--- src/rtl/skill_scheduler_pkg.sv ---
// Shared constants and helpers for the skill scheduler: skill indices,
// default timing parameters and the round-robin selector.
package skill_scheduler_pkg;

    localparam int NUM_SKILLS         = 3;
    localparam int SKILL_J            = 2;
    localparam int SKILL_K            = 1;
    localparam int SKILL_L            = 0;

    localparam int DEF_MAX_POINTS     = 3;
    localparam int DEF_REFILL_TICKS   = 200;
    localparam int DEF_DURATION_TICKS = 100;

    typedef logic [NUM_SKILLS-1:0] skill_vec_t;
    typedef logic [1:0]            skill_idx_t;

    // First eligible index strictly after 'last', wrapping around to 'last' itself.
    function automatic skill_vec_t rr_pick(input skill_vec_t elig, input skill_idx_t last);
        skill_vec_t pick;
        int         idx;
        pick = '0;
        for (int k = 1; k <= NUM_SKILLS; k++) begin
            idx = (int'(last) + k) % NUM_SKILLS;
            if (pick == '0 && elig[idx]) begin
                pick[idx] = 1'b1;
            end
        end
        return pick;
    endfunction

    function automatic skill_idx_t onehot_to_idx(input skill_vec_t v);
        skill_idx_t idx;
        idx = '0;
        for (int i = 0; i < NUM_SKILLS; i++) begin
            if (v[i]) begin
                idx = skill_idx_t'(i);
            end
        end
        return idx;
    endfunction

endpackage

--- src/rtl/skill_scheduler_timer.sv ---
// Per-skill duration down-counter; 'active' rises with the load and falls
// one cycle after the count has reached zero.
module skill_timer
    import skill_scheduler_pkg::*;
#(
    parameter int DURATION_TICKS = DEF_DURATION_TICKS
) (
    input  logic clk,
    input  logic rst,
    input  logic clr,
    input  logic load,
    input  logic tick,
    output logic active
);

    localparam int CW = $clog2(DURATION_TICKS + 1);

    logic [CW-1:0] count_q, count_d;
    logic          active_q, active_d;

    always_comb begin
        count_d  = count_q;
        active_d = load | (count_q != '0);
        if (clr) begin
            count_d  = '0;
            active_d = 1'b0;
        end else if (load) begin
            // A load wins over a coincident tick, so the full duration is kept.
            count_d = CW'(DURATION_TICKS);
        end else if (tick && count_q != '0) begin
            count_d = count_q - CW'(1);
        end
    end

    always_ff @(posedge clk) begin
        if (rst) begin
            count_q  <= '0;
            active_q <= 1'b0;
        end else begin
            count_q  <= count_d;
            active_q <= active_d;
        end
    end

    assign active = active_q;

endmodule

--- src/rtl/skill_scheduler.sv ---
// Skill-request arbiter: round-robin grant of one skill per cycle, gated by
// skill points that refill on a tick-driven timer.
module skill_scheduler
    import skill_scheduler_pkg::*;
#(
    parameter int REFILL_TICKS   = DEF_REFILL_TICKS,
    parameter int DURATION_TICKS = DEF_DURATION_TICKS,
    parameter int MAX_POINTS     = DEF_MAX_POINTS
) (
    input  logic       clk,
    input  logic       rst,
    input  logic       tick,
    input  logic       enable,
    input  logic [2:0] req,
    output logic [2:0] grant,
    output logic [2:0] active,
    output logic [1:0] points
);

    localparam int         RW    = (REFILL_TICKS > 1) ? $clog2(REFILL_TICKS) : 1;
    localparam logic [2:0] MAX_P = 3'(MAX_POINTS);

    logic [RW-1:0] refill_q, refill_d;
    logic [1:0]    points_q, points_d;
    skill_idx_t    last_q, last_d;
    skill_vec_t    grant_q, grant_d;

    skill_vec_t    elig;
    skill_vec_t    pick;
    logic          wrap;
    logic [2:0]    pts_sum;

    always_comb begin
        // Registered points gate eligibility, so a same-cycle refill cannot grant from zero.
        elig     = req & ~active & {NUM_SKILLS{points_q != 2'd0}} & {NUM_SKILLS{enable}};
        pick     = rr_pick(elig, last_q);
        wrap     = enable & tick & (refill_q == RW'(REFILL_TICKS - 1));

        refill_d = refill_q;
        if (enable && tick) begin
            refill_d = wrap ? '0 : refill_q + RW'(1);
        end

        pts_sum  = {1'b0, points_q} - {2'b00, (pick != '0)} + {2'b00, wrap};
        points_d = (pts_sum > MAX_P) ? MAX_P[1:0] : pts_sum[1:0];
        last_d   = (pick != '0) ? onehot_to_idx(pick) : last_q;
        grant_d  = pick;

        if (!enable) begin
            refill_d = '0;
            points_d = '0;
            last_d   = '0;
            grant_d  = '0;
        end
    end

    always_ff @(posedge clk) begin
        if (rst) begin
            refill_q <= '0;
            points_q <= '0;
            last_q   <= '0;
            grant_q  <= '0;
        end else begin
            refill_q <= refill_d;
            points_q <= points_d;
            last_q   <= last_d;
            grant_q  <= grant_d;
        end
    end

    generate
        for (genvar gi = 0; gi < NUM_SKILLS; gi++) begin : g_timer
            skill_timer #(
                .DURATION_TICKS(DURATION_TICKS)
            ) u_timer (
                .clk   (clk),
                .rst   (rst),
                .clr   (~enable),
                .load  (pick[gi]),
                .tick  (tick),
                .active(active[gi])
            );
        end
    endgenerate

    assign grant  = grant_q;
    assign points = points_q;

endmodule

--- config.mk ---
export PLATFORM = sky130hd
export DESIGN_NAME = skill_scheduler
export DESIGN_NICKNAME = d
export VERILOG_FILES = /design/src/rtl/skill_scheduler_pkg.sv /design/src/rtl/skill_scheduler_timer.sv /design/src/rtl/skill_scheduler.sv
export SDC_FILE = /design/constraint.sdc
export NUM_CORES = 1
export LEC_CHECK = 0
export CAP_MARGIN = 0
export CORE_MARGIN = 8
export CORE_UTILIZATION = 55
export CTS_BUF_LIST = sky130_fd_sc_hd__clkbuf_8
export DETAILED_ROUTE_END_ITERATION = 7
export PLACE_DENSITY = 0.85
export SYNTH_ARGS = -nofsm -noshare
export SYNTH_HDL_FRONTEND = slang
export SYNTH_SLANG_ARGS = --single-unit
--- constraint.sdc ---
create_clock -name clk -period 3.5 [get_ports clk]
set_clock_uncertainty 0.15 [all_clocks]
set_input_delay 0.525 -clock clk [delete_from_list [all_inputs] [get_ports clk]]
set_output_delay 0.525 -clock clk [all_outputs]
set_load 0.005 [all_outputs]
==> run metrics <==
result of the run=complete, no violations; drt drc=0; number of pins with negative max-slew slack in the final report=0; TritonCTS sink count=39; post-detailed-routing wire length=4330 um; highest clock frequency the design can meet=0.306 GHz; fraction of power consumed by combinational cells=0.141; Die Span X=77.6 um; final net count=280; drt wl/cell=14.1 um; First DRT Iteration DRCs=87; adder-cell share of the synthesized area=0.0876; relative area change from synthesis to final layout=17.2%; count of input and output buffers=14; leakage power summed over all cells=0.895 nW; Clk pin slew, worst setup/hold paths=0.08 ns; HPWL Detailed=3240 um; largest family of logic cells by synthesized area=simple AND/OR/NAND/NOR gates; pin slew with the least headroom to its limit=0.665 ns; maximum number of pins on one net before global-route repair=17; hold_sp=last_q[1]; number of synthesis warnings=0; internal reg-to-reg setup slack=0.25 ns; kind of cell with the highest combined delay on the critical path=simple AND/OR/NAND/NOR gates; reg2reg path depth=16; floorplan die area=6020 um^2; multi-input gate area in the final layout=1200 um^2; number of cells on the worst hold path=2; area used by sequential logic in the layout=781 um^2; number of antenna violations at the first check in global routing=0; most instantiated flip-flop cell in the synthesis netlist=sky130_fd_sc_hd__dfxtp_1; number of buffers created by CTS=5; capture point of the worst reg-to-reg path=points[1]; fraction of the mapped netlist area in compound gates=0.120; Starting Density=0.569; share of flip-flops with an asynchronous set or reset=0; Syn Inst Count=232; crit share post-route=0.935; worst-case hold slack=0.371 ns; CTS hold repair buffers=0; worst hold path endpoint=last_q[1]; post-route minimum period=3.27 ns; Netlist Area Pre-Place=2080 um^2; Floorplan Core Area=3660 um^2; post-synthesis share of cell area spent on and, or, nand and nor gates=0.255; number of endpoints with negative hold slack in the final report=0; DR vias=1683; cell occurring most often along the worst timing path=sky130_fd_sc_hd__nor2_1; Worst setup EP type=register; count of antenna diodes in the layout=0; cell at the root of the clock tree=sky130_fd_sc_hd__clkbuf_8; via count normalized by instance count=5.46; Clk Latency, worst-skew pair=0.29 ns; Worst Path Class, Setup=input pin to register; unrepaired setup endpoints after global routing=no; count of flip-flops with a built-in enable after synthesis=0; gr ovfl total=0; leading cell type in the layout, fill and taps excluded=sky130_fd_sc_hd__dfxtp_1; number of max-cap violations=0; post-detailed-route count of antenna-violating nets=0; filler instances=289; CP Max Fanout=3; global-route wire length before repair=7490 um; mux share of post-synthesis cell area=0.00960; post-synthesis cell type count=49; syn nets=253; area share of xor/xnor cells in the synthesized design=0.101; routability congestion estimate from global placement=0.877; number of top-level pins=15; required time at the endpoint of the critical path=3.54 ns; placement row count=22; maximum vdd ir drop=0.000246 V; #FFs+latches synth=39; fraction of power spent switching nets=0.268; count of final setup violators=0; post-synthesis area per instance=8.98 um^2; Bufs and invs on worst path=4; crit start category=input pin; CTS max path bufs=2; data arrival time of the worst path=3.31 ns; sequential group share of total power=0.520; worst slew margin relative to its limit=0.557; core utilization of the finished layout=0.667; switching pwr=0.239 mW; Power Density=364 nW/um^2; proportion of synthesized chip area in sequential cells=0.375; Power Internal=0.652 mW; Tot GR Track Use=0.148; first drt pass iteration count=4; Critical Path Slowest Stage Cell=sky130_fd_sc_hd__clkdlybuf4s50_1; ratio of cells with drive above 1 in the final layout=0.135; clock tree from TritonCTS=yes; CP Cell Sequence=clkdlybuf4s50_1 -> nor4bb_4 -> buf_4 -> nor2_1 -> and3_1 -> mux2i_1 -> nand4_1 -> ha_1 -> inv_1 -> ha_1 -> inv_1 -> fa_1 -> xor2_1 -> nor2_1 -> nor2_1; number of global-route vias before repair=1697; Clock Power Share=0.339; reg-to-reg startpoint=last_q[0]; chip height=77.6 um; Critical Path Max Stage Delay=0.51 ns; Hold/Removal Path Class=register to register; commonest cells after routing, fill and taps aside=39 x sky130_fd_sc_hd__dfxtp_1, 30 x sky130_fd_sc_hd__nor2_1, 15 x sky130_fd_sc_hd__inv_1, 15 x sky130_fd_sc_hd__buf_4; number of H-tree levels=2
worst min-delay path: stages (launching register included):
cell                      delay [ns]
sky130_fd_sc_hd__dfxtp_1        0.34
sky130_fd_sc_hd__nand4_1        0.08
sky130_fd_sc_hd__a21oi_1        0.06
per-stage QoR:
stage                     cell area (um^2)  std cells  TNS [ns]  total power [mW]  worst slack [ns]
after floorplan                       2080        232         0             0.561             0.157
after global placement                2340        299         0             0.592           0.00543
after detailed placement              2340        299    -0.221             0.597            -0.115
after CTS                             2420        307         0             0.898            0.0729
after global routing                  2440        308         0             0.935            0.0108
final                                 2440        308         0             0.891             0.228
repair_timing:
item / CTS / global route
buffers inserted: 0 / 1
setup endpoints to repair: 0 / 2
resized for setup: 0 / 3
endpoints found under the hold margin: 0 / 0
power groups by stage:
stage,Combinational (mW),Sequential [mW],Clock [mW]
global placement,0.120,0.473,0
floorplan,0.0895,0.471,0
global route,0.142,0.465,0.328
finish,0.126,0.463,0.302
detailed placement,0.124,0.473,0
CTS,0.125,0.463,0.310
worst max-delay path by stage:
stage / endpoint / depth (start not counted) / slack, ns / start
after floorplan: points[0] / 15 / 0.16 / last_q[0]
after global placement: points[1] / 14 / 0.005 / req[2]
after detailed placement: points[1] / 15 / -0.11 / req[2]
after CTS: points[1] / 15 / 0.07 / last_q[0]
after global routing: points[1] / 16 / 0.01 / last_q[0]
final: points[1] / 15 / 0.23 / req[2]
cells by family after synthesis:
logic type                 after synthesis
and+or+nand+nor                         95
AOI/OAI and AO/OA                       34
muxes                                    2
xor gates and xnor gates                24
buffers and inverters                   24
adders and majority gates               14
DFF                                     39
synthesized netlist by cell type (2+ instances only):
cell type | instances | share of area
sky130_fd_sc_hd__a21oi_1 | 14 | 0.034
sky130_fd_sc_hd__nor2_1 | 30 | 0.054
sky130_fd_sc_hd__dfxtp_1 | 39 | 0.37
sky130_fd_sc_hd__inv_1 | 15 | 0.027
sky130_fd_sc_hd__nand2b_1 | 3 | 0.0090
sky130_fd_sc_hd__nor3b_1 | 2 | 0.0072
sky130_fd_sc_hd__nand4_1 | 4 | 0.012
sky130_fd_sc_hd__a211oi_1 | 3 | 0.011
sky130_fd_sc_hd__o21ai_1 | 3 | 0.0072
sky130_fd_sc_hd__a41oi_1 | 2 | 0.0084
sky130_fd_sc_hd__nor4_1 | 6 | 0.018
sky130_fd_sc_hd__clkbuf_1 | 4 | 0.0072
sky130_fd_sc_hd__nand3_1 | 8 | 0.019
sky130_fd_sc_hd__nor3_1 | 11 | 0.026
sky130_fd_sc_hd__xor2_1 | 14 | 0.059
sky130_fd_sc_hd__or3_1 | 2 | 0.0060
sky130_fd_sc_hd__nand2_1 | 14 | 0.025
sky130_fd_sc_hd__buf_4 | 3 | 0.011
sky130_fd_sc_hd__xnor2_1 | 10 | 0.042
sky130_fd_sc_hd__ha_1 | 13 | 0.078
sky130_fd_sc_hd__o21a_1 | 3 | 0.011
sky130_fd_sc_hd__mux2i_1 | 2 | 0.0096
registers in the layout (all words and copies together) (netlist names):
signal                   cells
refill_q                     8
g_timer.u_timer.active       3
last_q                       2
grant                        3
g_timer.u_timer.count_q     21
points                       2
metal layers:
| metal | track usage | part of all wire |
|---|---|---|
| met5 | 0 | 0 |
| met4 | 0.0528 | 0.011 |
| met3 | 0.0415 | 0.045 |
| met2 | 0.246 | 0.47 |
| met1 | 0.179 | 0.48 |
final cells by class:
class	count	area share
multi-input combinational	169	0.493
sequential	39	0.320
timing repair buffer	29	0.103
clock buffer	5	0.0282
tap	48	0.0246
inverter	15	0.0230
clock inverter	3	0.00819
Power figures use the tool's default switching activity.
==> RTL change 1, RTL diff (same settings) <==
The package constant `DEF_DURATION_TICKS` goes from 100 to 200.
--- a/src/rtl/skill_scheduler_pkg.sv
+++ b/src/rtl/skill_scheduler_pkg.sv
@@ -10,5 +10,5 @@
     localparam int DEF_MAX_POINTS     = 3;
     localparam int DEF_REFILL_TICKS   = 200;
-    localparam int DEF_DURATION_TICKS = 100;
+    localparam int DEF_DURATION_TICKS = 200;
 
     typedef logic [NUM_SKILLS-1:0] skill_vec_t;
Check against the original RTL: same outputs for any inputs over 10 cycles, from zero or initial values; that may be too few to reach the edited logic, so the function may still have changed.
==> RTL change 1 against the unedited design <==
- wire length is 1.8% higher
- highest routed layer unchanged
- worst setup slack worse by 0.18 ns
- worst hold slack worse by 0.032 ns
- die area is 4.5% higher
- design area is 9.8% higher
- synthesized cell count is 6.0% higher
- count of clock-buffer cells in the layout stayed put
- area after synthesis is 5.6% higher
- final cell count is 6.2% higher
- sequential cell count is 3 higher
- register-to-register slack worse by 0.20 ns
Power is not compared: it rests on default switching activity, and its combinational part moved more than twofold at a synthesized area within 25%.
==> RTL change 1: results (changes against the unedited design) <==
Routed wire length = 4408 microns (+1.8%)
Critical Path AT = 3.47 ns (+0.16 ns)
CP max FO = 3 (unchanged)
Router iterations before antenna repair = 4 (unchanged)
Crit-path slowest cell = dfxtp_4
Post-CTS Setup Repair Bufs = 2 (+2)
Top cells by count, synth = dfxtp_1, nor2_1, nand2_1, xor2_1
Detailed Place HPWL = 3097 microns (-4.4%)
Area contributors post-synth = dfxtp_1, ha_1, xor2_1, nor2_1, xnor2_1
Clock transition at the registers of the reported paths = 0.08 ns (about the same)
Port buffer count = 14 (unchanged)
Total track usage = 0.1429 (-0.005601)
CP max stage delay = 0.37 ns (-0.14 ns)
Max IR drop VDD = 0.0004074 V
Finished Layout Cells = 327 (+6.2%)
Syn Nets = 267 (+5.5%)
Dpl cell area = 2462 sq um (+5.4%)
Post-synthesis compound-gate area fraction = 0.1165 (-0.003571)
XOR/XNOR share of the synthesized area = 0.1114 (+0.01052)
Syn avg cell area = 8.952 sq um (-0.37%)
Htree depth = 2 (unchanged)
Metal3 WL = 200 microns (+3.6%)
Number of global-route vias before repair = 1,675 (-1.3%)
Regs by FF count = g_timer.u_timer.count_q (24), refill_q (8)
Routed wl met2 = 2085 microns (+3.3%)
Via density = 5.456 (-0.16%)
Final net count = 297 (+6.1%)
Top sig layer = met4
Int Power = 1.095 mW
Residual DRC count = 0 (unchanged)
Maxcap violations = 0 (unchanged)
Initial DRC count = 57 (-34%)
Status = complete, no violations
Adder-Cell Fraction of Synth Area = 0.08295 (-0.004681)
Largest net degree at the start of global routing = 21 (+4)
Multiplexer share of the synthesized area = 0.01477 (+0.005169)
First-pass GRT wire length = 7265 microns (-3.0%)
Root buf cell = clkbuf_8
Routability Congestion = 0.8459 (-3.5%)
CP top delay family = simple AND/OR/NAND/NOR gates
Synth cell types = 45 (-8.2%)
Worst slew pin tran = 0.7711 ns (+0.1065 ns)
P_leak = 1.020 nW
Total clock network power = 0.375 mW
Post-CTS Resized = 1 (+1)
Seq pwr = 0.633 mW
Bufs on Longest Clock Path = 2 (unchanged)
Dpl cells = 314 (+5.0%)
Clk_lat worst skew = 0.30 ns
Met1 WL = 2032 microns (-1.9%)
TritonCTS Buffers = 5 (unchanged)
Register area share after synthesis = 0.3818 (+0.007268)
Worst Hold Class = reg -> reg
Warning count from the yosys run = 0 (unchanged)
# diodes = 0 (unchanged)
FILL cells = 317 (+9.7%)
Layout cells sized above 1 = 0.1769 (+0.04228)
Setup WS pre-CTS = -0.3903 ns (-0.2753 ns)
FFs w/ async S/R, synth = 0 (unchanged)
RTL change 1: per-layer routing:
metal	vias to the layer above	global-route usage
met1	844	0.1721
met5	-	0
met2	25	0.2284
met4	0	0.06111
met3	11	0.04515
li1	904	-
RTL change 1: final timing paths:
kind,end,cells after the start,slack [ns],from
worst max register to register,points[0]$_SDFF_PP0_,16,0.05,last_q[1]$_SDFFE_PP0P_
worst min register to register,refill_q[0]$_SDFFE_PP0P_,2,0.34,refill_q[0]$_SDFFE_PP0P_
worst max-delay path,points[0]$_SDFF_PP0_,16,0.05,last_q[1]$_SDFFE_PP0P_
worst min-delay path,refill_q[0]$_SDFFE_PP0P_,2,0.34,refill_q[0]$_SDFFE_PP0P_
RTL change 1: cell type report:
type	count	area, sq um	area share
Timing Repair Buffer	32	274.0	0.1021
Multi-Input combinational cell	182	1340	0.4993
Tap cell	50	62.56	0.02331
Inverter	13	51.30	0.01911
Clock buffer	5	68.82	0.02564
Clock inverter	3	41.29	0.01538
Sequential cell	42	845.8	0.3152
==> RTL change 2, RTL diff (config.mk and constraints unchanged) <==
Made on the original files. Reset style: asynchronous (`rst`), changed in 2 clocked blocks.
--- a/src/rtl/skill_scheduler_timer.sv
+++ b/src/rtl/skill_scheduler_timer.sv
@@ -33,5 +33,5 @@
     end
 
-    always_ff @(posedge clk) begin
+    always_ff @(posedge clk or posedge rst) begin
         if (rst) begin
             count_q  <= '0;
--- a/src/rtl/skill_scheduler.sv
+++ b/src/rtl/skill_scheduler.sv
@@ -55,5 +55,5 @@
     end
 
-    always_ff @(posedge clk) begin
+    always_ff @(posedge clk or posedge rst) begin
         if (rst) begin
             refill_q <= '0;
Formal check against the unedited RTL: same outputs for any inputs over 10 cycles, from zero or initial values and one cycle with rst high; that may be too few to reach the edited logic, so the function may still have changed.
==> RTL change 2 against the unedited design <==
- area after synthesis increased by 15%
- sequential cell count unchanged
- synthesized cell count increased by 4.3%
- worst setup slack got worse by 0.22 ns
- wire length increased by 21%
- design area increased by 20%
- largest cell class unchanged
- highest routed layer unchanged
Power is not compared: it rests on default switching activity, and its combinational part moved more than twofold at a synthesized area within 25%.
==> RTL change 2: results (changes against the unedited design) <==
Crit-path slowest cell = or4bb_1
Total track usage = 0.1684 (+0.01995)
NonClk Buf Share = 0.1090 (+0.005544)
FFs w/ async S/R, synth = 1.000 (+1.000)
Initial DRC count = 110 (+26%)
Main synth FF type = dfrtp_1
Router iterations before antenna repair = 4 (unchanged)
Top sig layer = met4
Area of the multi-input gates = 1401 sq um (+16%)
First-pass GRT wire length = 8942 microns (+19%)
Routed wl met2 = 2684 microns (+33%)
Synth cell types = 57 (+16%)
Dpl cells = 320 (+7.0%)
Hold depth = 1 (-1)
Syn avg cell area = 9.948 sq um (+11%)
Multi-input gate count = 180 (+6.5%)
Routed wire length = 5243 microns (+21%)
# diodes = 0 (unchanged)
Hold Path Origin = refill_q[5]$_DFFE_PP0P_
CP max FO = 7 (+4)
Inverters = 14 (-1)
Layout cells sized above 1 = 0.2079 (+0.07327)
Area contributors post-synth = dfrtp_1, ha_1, xor2_1, xnor2_1, nor2_1
Regs by FF count = g_timer.u_timer.count_q (21), refill_q (8)
Count of plain and timing-repair buffers = 38 (+31%)
Final net count = 299 (+6.8%)
Routability Congestion = 0.8759 (about the same)
Initial antenna violation count = 0 (unchanged)
Largest net degree at the start of global routing = 40 (+23)
Power per cell area = 808.9 nW/um^2
Top cells by count, synth = dfrtp_1, nor2_1, inv_1, nand2_1, ha_1
P_leak = 1.331 nW
CP startpoint kind = flop
Status = complete, no violations
FF-to-FF path depth = 14 (-2)
WL/cell = 15.84 microns (+13%)
Syn Nets = 263 (+4.0%)
Clk_lat worst skew = 0.30 ns
Register area share after synthesis = 0.4054 (+0.03086)
Clock-cell share = 0.03846 (+0.002107)
Detailed Place HPWL = 3652 microns (+13%)
Int Power = 1.448 mW
Routed via count = 1,944 (+16%)
Number of global-route vias before repair = 1,958 (+15%)
Sequential portion of the cell area = 0.3338 (+0.01425)
Port buffer count = 14 (unchanged)
Metal3 WL = 206 microns (+6.7%)
Setup WS pre-CTS = -0.3264 ns (-0.2114 ns)
FILL cells = 338 (+17%)
Die ar. = 6750 sq um (+12%)
Clock transition at the registers of the reported paths = 0.09 ns
Dpl cell area = 2749 sq um (+18%)
Met1 WL = 2328 microns (+12%)
Sink Count = 39 (unchanged)
Worst slew pin tran = 0.8734 ns (+0.2088 ns)
R2R Path Start = last_q[0]$_DFFE_PP0P_
Critical Path AT = 3.53 ns (+0.22 ns)
[RTL change 2: cell count changes in the layout (fill, tap and decap cells not counted), sizes merged, moves of 5 or more]
cell,before,now
dfxtp,39,0
a21oi,15,4
o21ai,3,10
a21o,1,7
nor2,30,17
buf,15,24
dfrtp,0,39
o211ai,0,5
[RTL change 2: worst paths after layout]
path	slack [ns]	end
worst max register to register	0.01	points[1]$_DFF_PP0_
worst max-delay path	0.01	points[1]$_DFF_PP0_
worst min register to register	0.37	refill_q[5]$_DFFE_PP0P_
max in group asynchronous	2.33	last_q[0]$_DFFE_PP0P_
worst min-delay path	0.37	refill_q[5]$_DFFE_PP0P_
min in group asynchronous	0.49	refill_q[7]$_DFFE_PP0P_
[RTL change 2: cell families after synthesis]
kind of cell / Yosys count / share of synthesized area
AND/OR/NAND/NOR: 97 / 0.2448
buffers and inverters: 23 / 0.04522
multiplexers: 3 / 0.01455
adder cells (fa/ha/maj): 14 / 0.07589
flip-flops: 39 / 0.4054
AO/OA/AOI/OAI: 45 / 0.1377
XOR/XNOR: 21 / 0.07640
[RTL change 2: repair_timing]
action | in CTS | in global routing
endpoints found under the setup margin | 2 | 2
setup buffers | 3 | 0
gates cloned | 0 | 0
gates resized for setup | 8 | 4
pin swaps | 3 | 2
[RTL change 2: power by group through the flow]
stage / sequential [mW] / clock, mW / combinational (mW)
global route: 0.761 / 0.403 / 1.40
floorplan: 0.705 / 0 / 0.884
detailed placement: 0.737 / 0 / 1.17
finish: 0.744 / 0.378 / 1.25
CTS: 0.737 / 0.385 / 1.24
global placement: 0.728 / 0 / 1.13
[RTL change 2: metal layers]
layer,vias to the layer above,global-route usage
met2,37,0.2873
met1,949,0.2076
met5,-,0
met3,4,0.03355
met4,0,0.05789
li1,954,-
